[src/rtl/instruction_fetch_if.sv]
// Fetch-stage bus: decode-side control, instruction memory port and instruction register feed.
// The master modport belongs to the fetch unit; the slave modport to its environment.
interface instruction_fetch_if #(
  parameter int unsigned PcW   = 9,
  parameter int unsigned InstW = 24
);
  logic             stall;
  logic             redirect;
  logic [PcW-1:0]   redirect_pc;
  logic             imem_en;
  logic [PcW-1:0]   imem_addr;
  logic [InstW-1:0] imem_data;
  logic [InstW-1:0] instruction;
  logic [PcW-1:0]   pc_inc0;
  logic             ir_enable;
  logic             halted;

  modport master (
    input  stall, redirect, redirect_pc, imem_data,
    output imem_en, imem_addr, instruction, pc_inc0, ir_enable, halted
  );

  modport slave (
    output stall, redirect, redirect_pc, imem_data,
    input  imem_en, imem_addr, instruction, pc_inc0, ir_enable, halted
  );
endinterface

[src/rtl/instruction_fetch.sv]
// Fetch stage: PC, synchronous imem reads, one-entry skid buffer, redirect flush.
// Define FETCH_HALT_EN to stop fetching after delivering an entry whose opcode is HaltOpcode.
module instruction_fetch #(
  parameter int unsigned    PcW     = 9,
  parameter int unsigned    InstW   = 24,
  parameter logic [PcW-1:0] ResetPc = '0
`ifdef FETCH_HALT_EN
  , parameter logic [5:0]   HaltOpcode = 6'h3F
`endif
) (
  input logic                 clk,
  input logic                 rst,
  instruction_fetch_if.master bus
);

  logic [PcW-1:0]   pc_q, pc_d;
  logic             req_valid_q, req_valid_d;
  logic [PcW-1:0]   req_pc_q, req_pc_d;
  logic             skid_valid_q, skid_valid_d;
  logic [InstW-1:0] skid_inst_q, skid_inst_d;
  logic [PcW-1:0]   skid_pc_q, skid_pc_d;
  logic             out_valid_q, out_valid_d;
  logic [InstW-1:0] out_inst_q, out_inst_d;
  logic [PcW-1:0]   out_pc_q, out_pc_d;
  logic             halted_q, halted_d;

  logic             issue;
  logic             ir_enable;
  logic             load_out;
  logic             load_valid;
  logic [InstW-1:0] load_inst;
  logic [PcW-1:0]   load_pc;
  logic [PcW-1:0]   resp_pc;

  always_comb begin
    // Never issue into a held output: at most one response can land in the skid.
    issue      = ~rst & ~bus.redirect & ~halted_q & ~skid_valid_q & ~(bus.stall & out_valid_q);
    ir_enable  = out_valid_q & ~bus.stall;
    load_out   = ~out_valid_q | ir_enable;
    resp_pc    = req_pc_q + 1'b1;
    load_valid = skid_valid_q | req_valid_q;
    load_inst  = skid_valid_q ? skid_inst_q : bus.imem_data;
    load_pc    = skid_valid_q ? skid_pc_q : resp_pc;

    pc_d         = issue ? pc_q + 1'b1 : pc_q;
    req_valid_d  = issue;
    req_pc_d     = issue ? pc_q : req_pc_q;
    skid_valid_d = skid_valid_q;
    skid_inst_d  = skid_inst_q;
    skid_pc_d    = skid_pc_q;
    out_valid_d  = out_valid_q;
    out_inst_d   = out_inst_q;
    out_pc_d     = out_pc_q;
    halted_d     = halted_q;

    if (load_out) begin
      out_valid_d  = load_valid;
      skid_valid_d = 1'b0;
      if (load_valid) begin
        out_inst_d = load_inst;
        out_pc_d   = load_pc;
      end
    end else if (req_valid_q) begin
      skid_valid_d = 1'b1;
      skid_inst_d  = bus.imem_data;
      skid_pc_d    = resp_pc;
    end

`ifdef FETCH_HALT_EN
    // Halt entry is still delivered; anything fetched behind it is dropped.
    if (load_out && load_valid && (load_inst[InstW-1 -: 6] == HaltOpcode)) begin
      halted_d     = 1'b1;
      req_valid_d  = 1'b0;
      skid_valid_d = 1'b0;
    end
`else
    halted_d = 1'b0;
`endif

    if (bus.redirect) begin
      pc_d         = bus.redirect_pc;
      req_valid_d  = 1'b0;
      skid_valid_d = 1'b0;
      out_valid_d  = 1'b0;
      halted_d     = 1'b0;
    end
  end

  always_ff @(posedge clk or posedge rst) begin
    if (rst) begin
      pc_q         <= ResetPc;
      req_valid_q  <= 1'b0;
      req_pc_q     <= '0;
      skid_valid_q <= 1'b0;
      skid_inst_q  <= '0;
      skid_pc_q    <= '0;
      out_valid_q  <= 1'b0;
      out_inst_q   <= '0;
      out_pc_q     <= '0;
      halted_q     <= 1'b0;
    end else begin
      pc_q         <= pc_d;
      req_valid_q  <= req_valid_d;
      req_pc_q     <= req_pc_d;
      skid_valid_q <= skid_valid_d;
      skid_inst_q  <= skid_inst_d;
      skid_pc_q    <= skid_pc_d;
      out_valid_q  <= out_valid_d;
      out_inst_q   <= out_inst_d;
      out_pc_q     <= out_pc_d;
      halted_q     <= halted_d;
    end
  end

  assign bus.imem_en     = issue;
  assign bus.imem_addr   = pc_q;
  assign bus.instruction = out_inst_q;
  assign bus.pc_inc0     = out_pc_q;
  assign bus.ir_enable   = ir_enable;
  assign bus.halted      = halted_q;

endmodule

[src/flat_wrapper.sv]
// flat-port wrapper written by rule: the top's interface ports become plain ports
module instruction_fetch_flat 
#(
  parameter int unsigned    PcW     = 9,
  parameter int unsigned    InstW   = 24,
  parameter logic [PcW-1:0] ResetPc = '0

)
  (clk, rst, bus_stall, bus_redirect, bus_redirect_pc, bus_imem_data, bus_imem_en, bus_imem_addr, bus_instruction, bus_pc_inc0, bus_ir_enable, bus_halted);
  instruction_fetch_if #(.PcW(PcW), .InstW(InstW)) bus_i ();
  input logic clk;
  input logic rst;
  input wire logic [$bits(bus_i.stall)-1:0] bus_stall;
  input wire logic [$bits(bus_i.redirect)-1:0] bus_redirect;
  input wire logic [$bits(bus_i.redirect_pc)-1:0] bus_redirect_pc;
  input wire logic [$bits(bus_i.imem_data)-1:0] bus_imem_data;
  output wire logic [$bits(bus_i.imem_en)-1:0] bus_imem_en;
  output wire logic [$bits(bus_i.imem_addr)-1:0] bus_imem_addr;
  output wire logic [$bits(bus_i.instruction)-1:0] bus_instruction;
  output wire logic [$bits(bus_i.pc_inc0)-1:0] bus_pc_inc0;
  output wire logic [$bits(bus_i.ir_enable)-1:0] bus_ir_enable;
  output wire logic [$bits(bus_i.halted)-1:0] bus_halted;
  assign bus_i.stall = bus_stall;
  assign bus_i.redirect = bus_redirect;
  assign bus_i.redirect_pc = bus_redirect_pc;
  assign bus_i.imem_data = bus_imem_data;
  assign bus_imem_en = bus_i.imem_en;
  assign bus_imem_addr = bus_i.imem_addr;
  assign bus_instruction = bus_i.instruction;
  assign bus_pc_inc0 = bus_i.pc_inc0;
  assign bus_ir_enable = bus_i.ir_enable;
  assign bus_halted = bus_i.halted;
  instruction_fetch #(.PcW(PcW), .InstW(InstW), .ResetPc(ResetPc)) u_core (.clk(clk), .rst(rst), .bus(bus_i));
endmodule
[config.mk]
export PLATFORM = sky130hd
export DESIGN_NAME = instruction_fetch_flat
export DESIGN_NICKNAME = d
export VERILOG_FILES = /design/src/rtl/instruction_fetch_if.sv /design/src/rtl/instruction_fetch.sv /design/src/flat_wrapper.sv
export SDC_FILE = /design/constraint.sdc
export NUM_CORES = 1
export LEC_CHECK = 0
export CORE_UTILIZATION = 26
export DETAILED_ROUTE_END_ITERATION = 12
export HOLD_SLACK_MARGIN = 0.1
export PLACE_DENSITY = 0.51
export SYNTH_ARGS = -nofsm -noshare
export SYNTH_HDL_FRONTEND = slang
export SYNTH_SLANG_ARGS = --single-unit
[constraint.sdc]
create_clock -name clk -period 3.1 [get_ports clk]
set_input_delay 0.62 -clock clk [delete_from_list [all_inputs] [get_ports clk]]
set_output_delay 0.62 -clock clk [all_outputs]
set_load 0.005 [all_outputs]
==> impl_metrics.tcl <==
set metrics [dict create \
    status "completed" \
    min_period_over_period_pct 88.5 \
    r2r-end "u_core.bus.instruction[7]" \
    nNetsFinal 446 \
    worst-r2r-cell-count 3 \
    via_per_inst 4.49 \
    maxSlewViolCount 0 \
    grt_overflow 0 \
    cts_resized 0 \
    period_minus_slack_ns 2.74 \
    synth.top_cell.area_share_pct 57.4 \
    avgSynthCellArea_um2 11.6 \
    start_util_pct 27.0 \
    layout-drive-gt1-share_pct 14.8 \
    track_usage_pct 11.8 \
    grt_max_degree 88 \
    crit_required_ns 2.48 \
    timing.slew.headroom_pct 45.8 \
    grt_pass1_wl_mm 13.5 \
    syn2layout_area_growth_pct 35.1 \
    setup_viol 0 \
    drt-initial-drc-count 127 \
    top_level_ports 82 \
    insertion_delay_ns 0.34 \
    drv_cap 0 \
    cts_buffers 9 \
    min_from "u_core.skid_pc_q[4]" \
    power.density_mw_per_mm2 651 \
    regToRegStartpoint "u_core.skid_valid_q" \
    antenna_found_initial 0 \
    irDropWorstVdd_mv 0.324 \
    hold_viol 0 \
    synthFlopType "dfrtp_1" \
    vias 2657 \
    synthArstFlopShare_pct 100 \
    postRouteAntennaNets 0 \
    clock_skew_ns 0.00546 \
    worstSetupPathType "input pin to output pin" \
    worstPathMaxFanout 4 \
    yosysSeqAreaShare_pct 57.4 \
    fin_tns_setup_ns 0 \
    antenna-diode-count 0 \
    portBuffers 80 \
    grt_pass1_vias 2687 \
    gp_congestion 0.729 \
    syn_inst 328 \
    finalWorstSetupSlack_ns 0.358 \
    die_h_um 123 \
    cts_tree "yes" \
    wire_per_inst_um 13.5 \
    endpoint_kind "output pin" \
    synthTopCellsByCount "87 x dfrtp_1, 48 x nand2_1, 42 x o21ai_0, 34 x mux2_2, 26 x mux2i_1" \
    holdPathEnd "u_core.skid_pc_q[4]" \
    clock_sinks 87 \
    hold_buffers 0 \
    dieArea_mm2 0.0151 \
    first_pass_iters 4 \
    synth_area_leaders "dfrtp_1 57%, mux2_2 10%, mux2i_1 6.9%" \
    critPathLaunchType "input pin" \
    fillers 1380 \
    post-cts-setup-buffer-count 0 \
    cts.path.max_buffers 2 \
    finalWirelength_mm 7.98 \
    cts-root-buf "clkbuf_16" \
    coreArea_mm2 0.0140 \
    route.detailed.drc 0 \
    ys_seq_elements 87 \
    crit_arrival_ns 2.12 \
    yosysWarnings 0 \
    synth_edf_count 0 \
    syn_area_mm2 0.00380 \
    ys_types 33 \
    syn-num-nets 367 \
    hold_class "flip-flop to flip-flop" \
    whs_path_depth 2 \
    hpwl_mm 5.26 \
    yosysMostFrequentCell "dfrtp_1" \
    die-width_um 123 \
    synth_top_area_cell "dfrtp_1" \
    rsz0062_at_grt "false" \
    dpl_worst_slack_ns 0.353 \
    clk_pin_slew_ns 0.06 \
    worst_slew_pin_slew_ns 0.810 \
    rows 43 \
    h-tree-depth 3 \
    p_leak_uw 0.00213 \
    fmax_ghz 0.365 \
    r2r_slack_ns 1.40 \
]
worst max-delay path, stage by stage:
cell	delay (ns)
clkdlybuf4s50_1	0.49
a211oi_2	0.27
nor2b_1	0.22
clkdlybuf4s50_1	0.53
cells by family after synthesis:
group / synth area share [%]
adder cells (fa/ha/maj): 0.659
other: 0.0988
buffers and inverters: 3.00
AND/OR/NAND/NOR: 9.86
AO/OA/AOI/OAI: 8.80
multiplexers: 17.2
XOR/XNOR: 3.00
flip-flops: 57.4
placed cells by master, fill, tap and decap left out, types with 3 or more instances in the layout:
master / synthesis / final
dfrtp_1: 87 / 86
clkdlybuf4s50_1: 0 / 80
nand2_1: 48 / 48
o21ai_0: 42 / 42
mux2_2: 34 / 34
mux2i_1: 26 / 26
xor2_1: 10 / 10
clkbuf_16: 0 / 9
buf_4: 5 / 7
nand3_1: 7 / 6
a21oi_1: 6 / 6
o21ai_1: 5 / 5
nand4_1: 5 / 5
nor2b_1: 5 / 5
and3_1: 3 / 3
xnor2_1: 3 / 3
nor3_1: 3 / 3
nor2_1: 3 / 3
per-stage QoR:
| stage | util [%] | instance area [um2] | total power, uW | std cells | hold slack (ns) |
|---|---|---|---|---|---|
| after floorplan | - | 3800 | 1840 | 328 | 0.442 |
| after global placement | 34.2 | 4800 | 2190 | 576 | 0.461 |
| after detailed placement | 34.2 | 4800 | 2210 | 576 | 0.463 |
| after CTS | 36.5 | 5130 | 3410 | 592 | 0.477 |
| after global routing | 36.5 | 5130 | 3560 | 592 | 0.503 |
| final | 36.5 | 5130 | 3340 | 592 | 0.474 |
worst max path at each step:
stage / depth (start not counted) / endpoint / slack [ns] / from
floorplan: 1 / u_core.bus.imem_addr[0] / 0.23 / rst
global placement: 4 / bus_imem_en / 0.40 / bus_stall
detailed placement: 4 / bus_imem_en / 0.35 / bus_stall
CTS: 4 / bus_imem_en / 0.34 / bus_stall
global route: 4 / bus_imem_en / 0.28 / bus_stall
finish: 4 / bus_imem_en / 0.36 / bus_stall
where the power goes:
group          switching [uW]  internal [uW]  leakage, uW  total, uW
Sequential                154           1380      0.00109       1530
Clock                     416            749     0.000160       1170
Combinational             240            400     0.000886        641
state kept, by name, indices dropped and copies added (netlist names):
register / cells
u_core.req_pc_q: 9
u_core.req_valid_q: 1
u_core.skid_inst_q: 24
u_core.bus.instruction: 24
u_core.bus.imem_addr: 9
u_core.skid_valid_q: 1
u_core.out_valid_q: 1
u_core.skid_pc_q: 9
u_core.bus.pc_inc0: 9
metal layers:
metal	vias to the layer above	wire [um]	track usage, %
met4	0	133	5.03
met1	1277	3690	14.7
li1	1300	-	-
met3	11	491	3.72
met2	69	3660	18.7
met5	-	0	0
cell type report:
type                       count  area (um2)  share of cell area, %
sequential                    87        2180                   42.5
multi-input combinational    219        1520                   29.6
timing repair buffer          88         873                   17.0
clock buffer                  13         260                   5.07
tap                          180         225                   4.39
clock inverter                 3        65.1                   1.27
inverter                       2        8.76                  0.171
(Power assumes the default switching activity.)
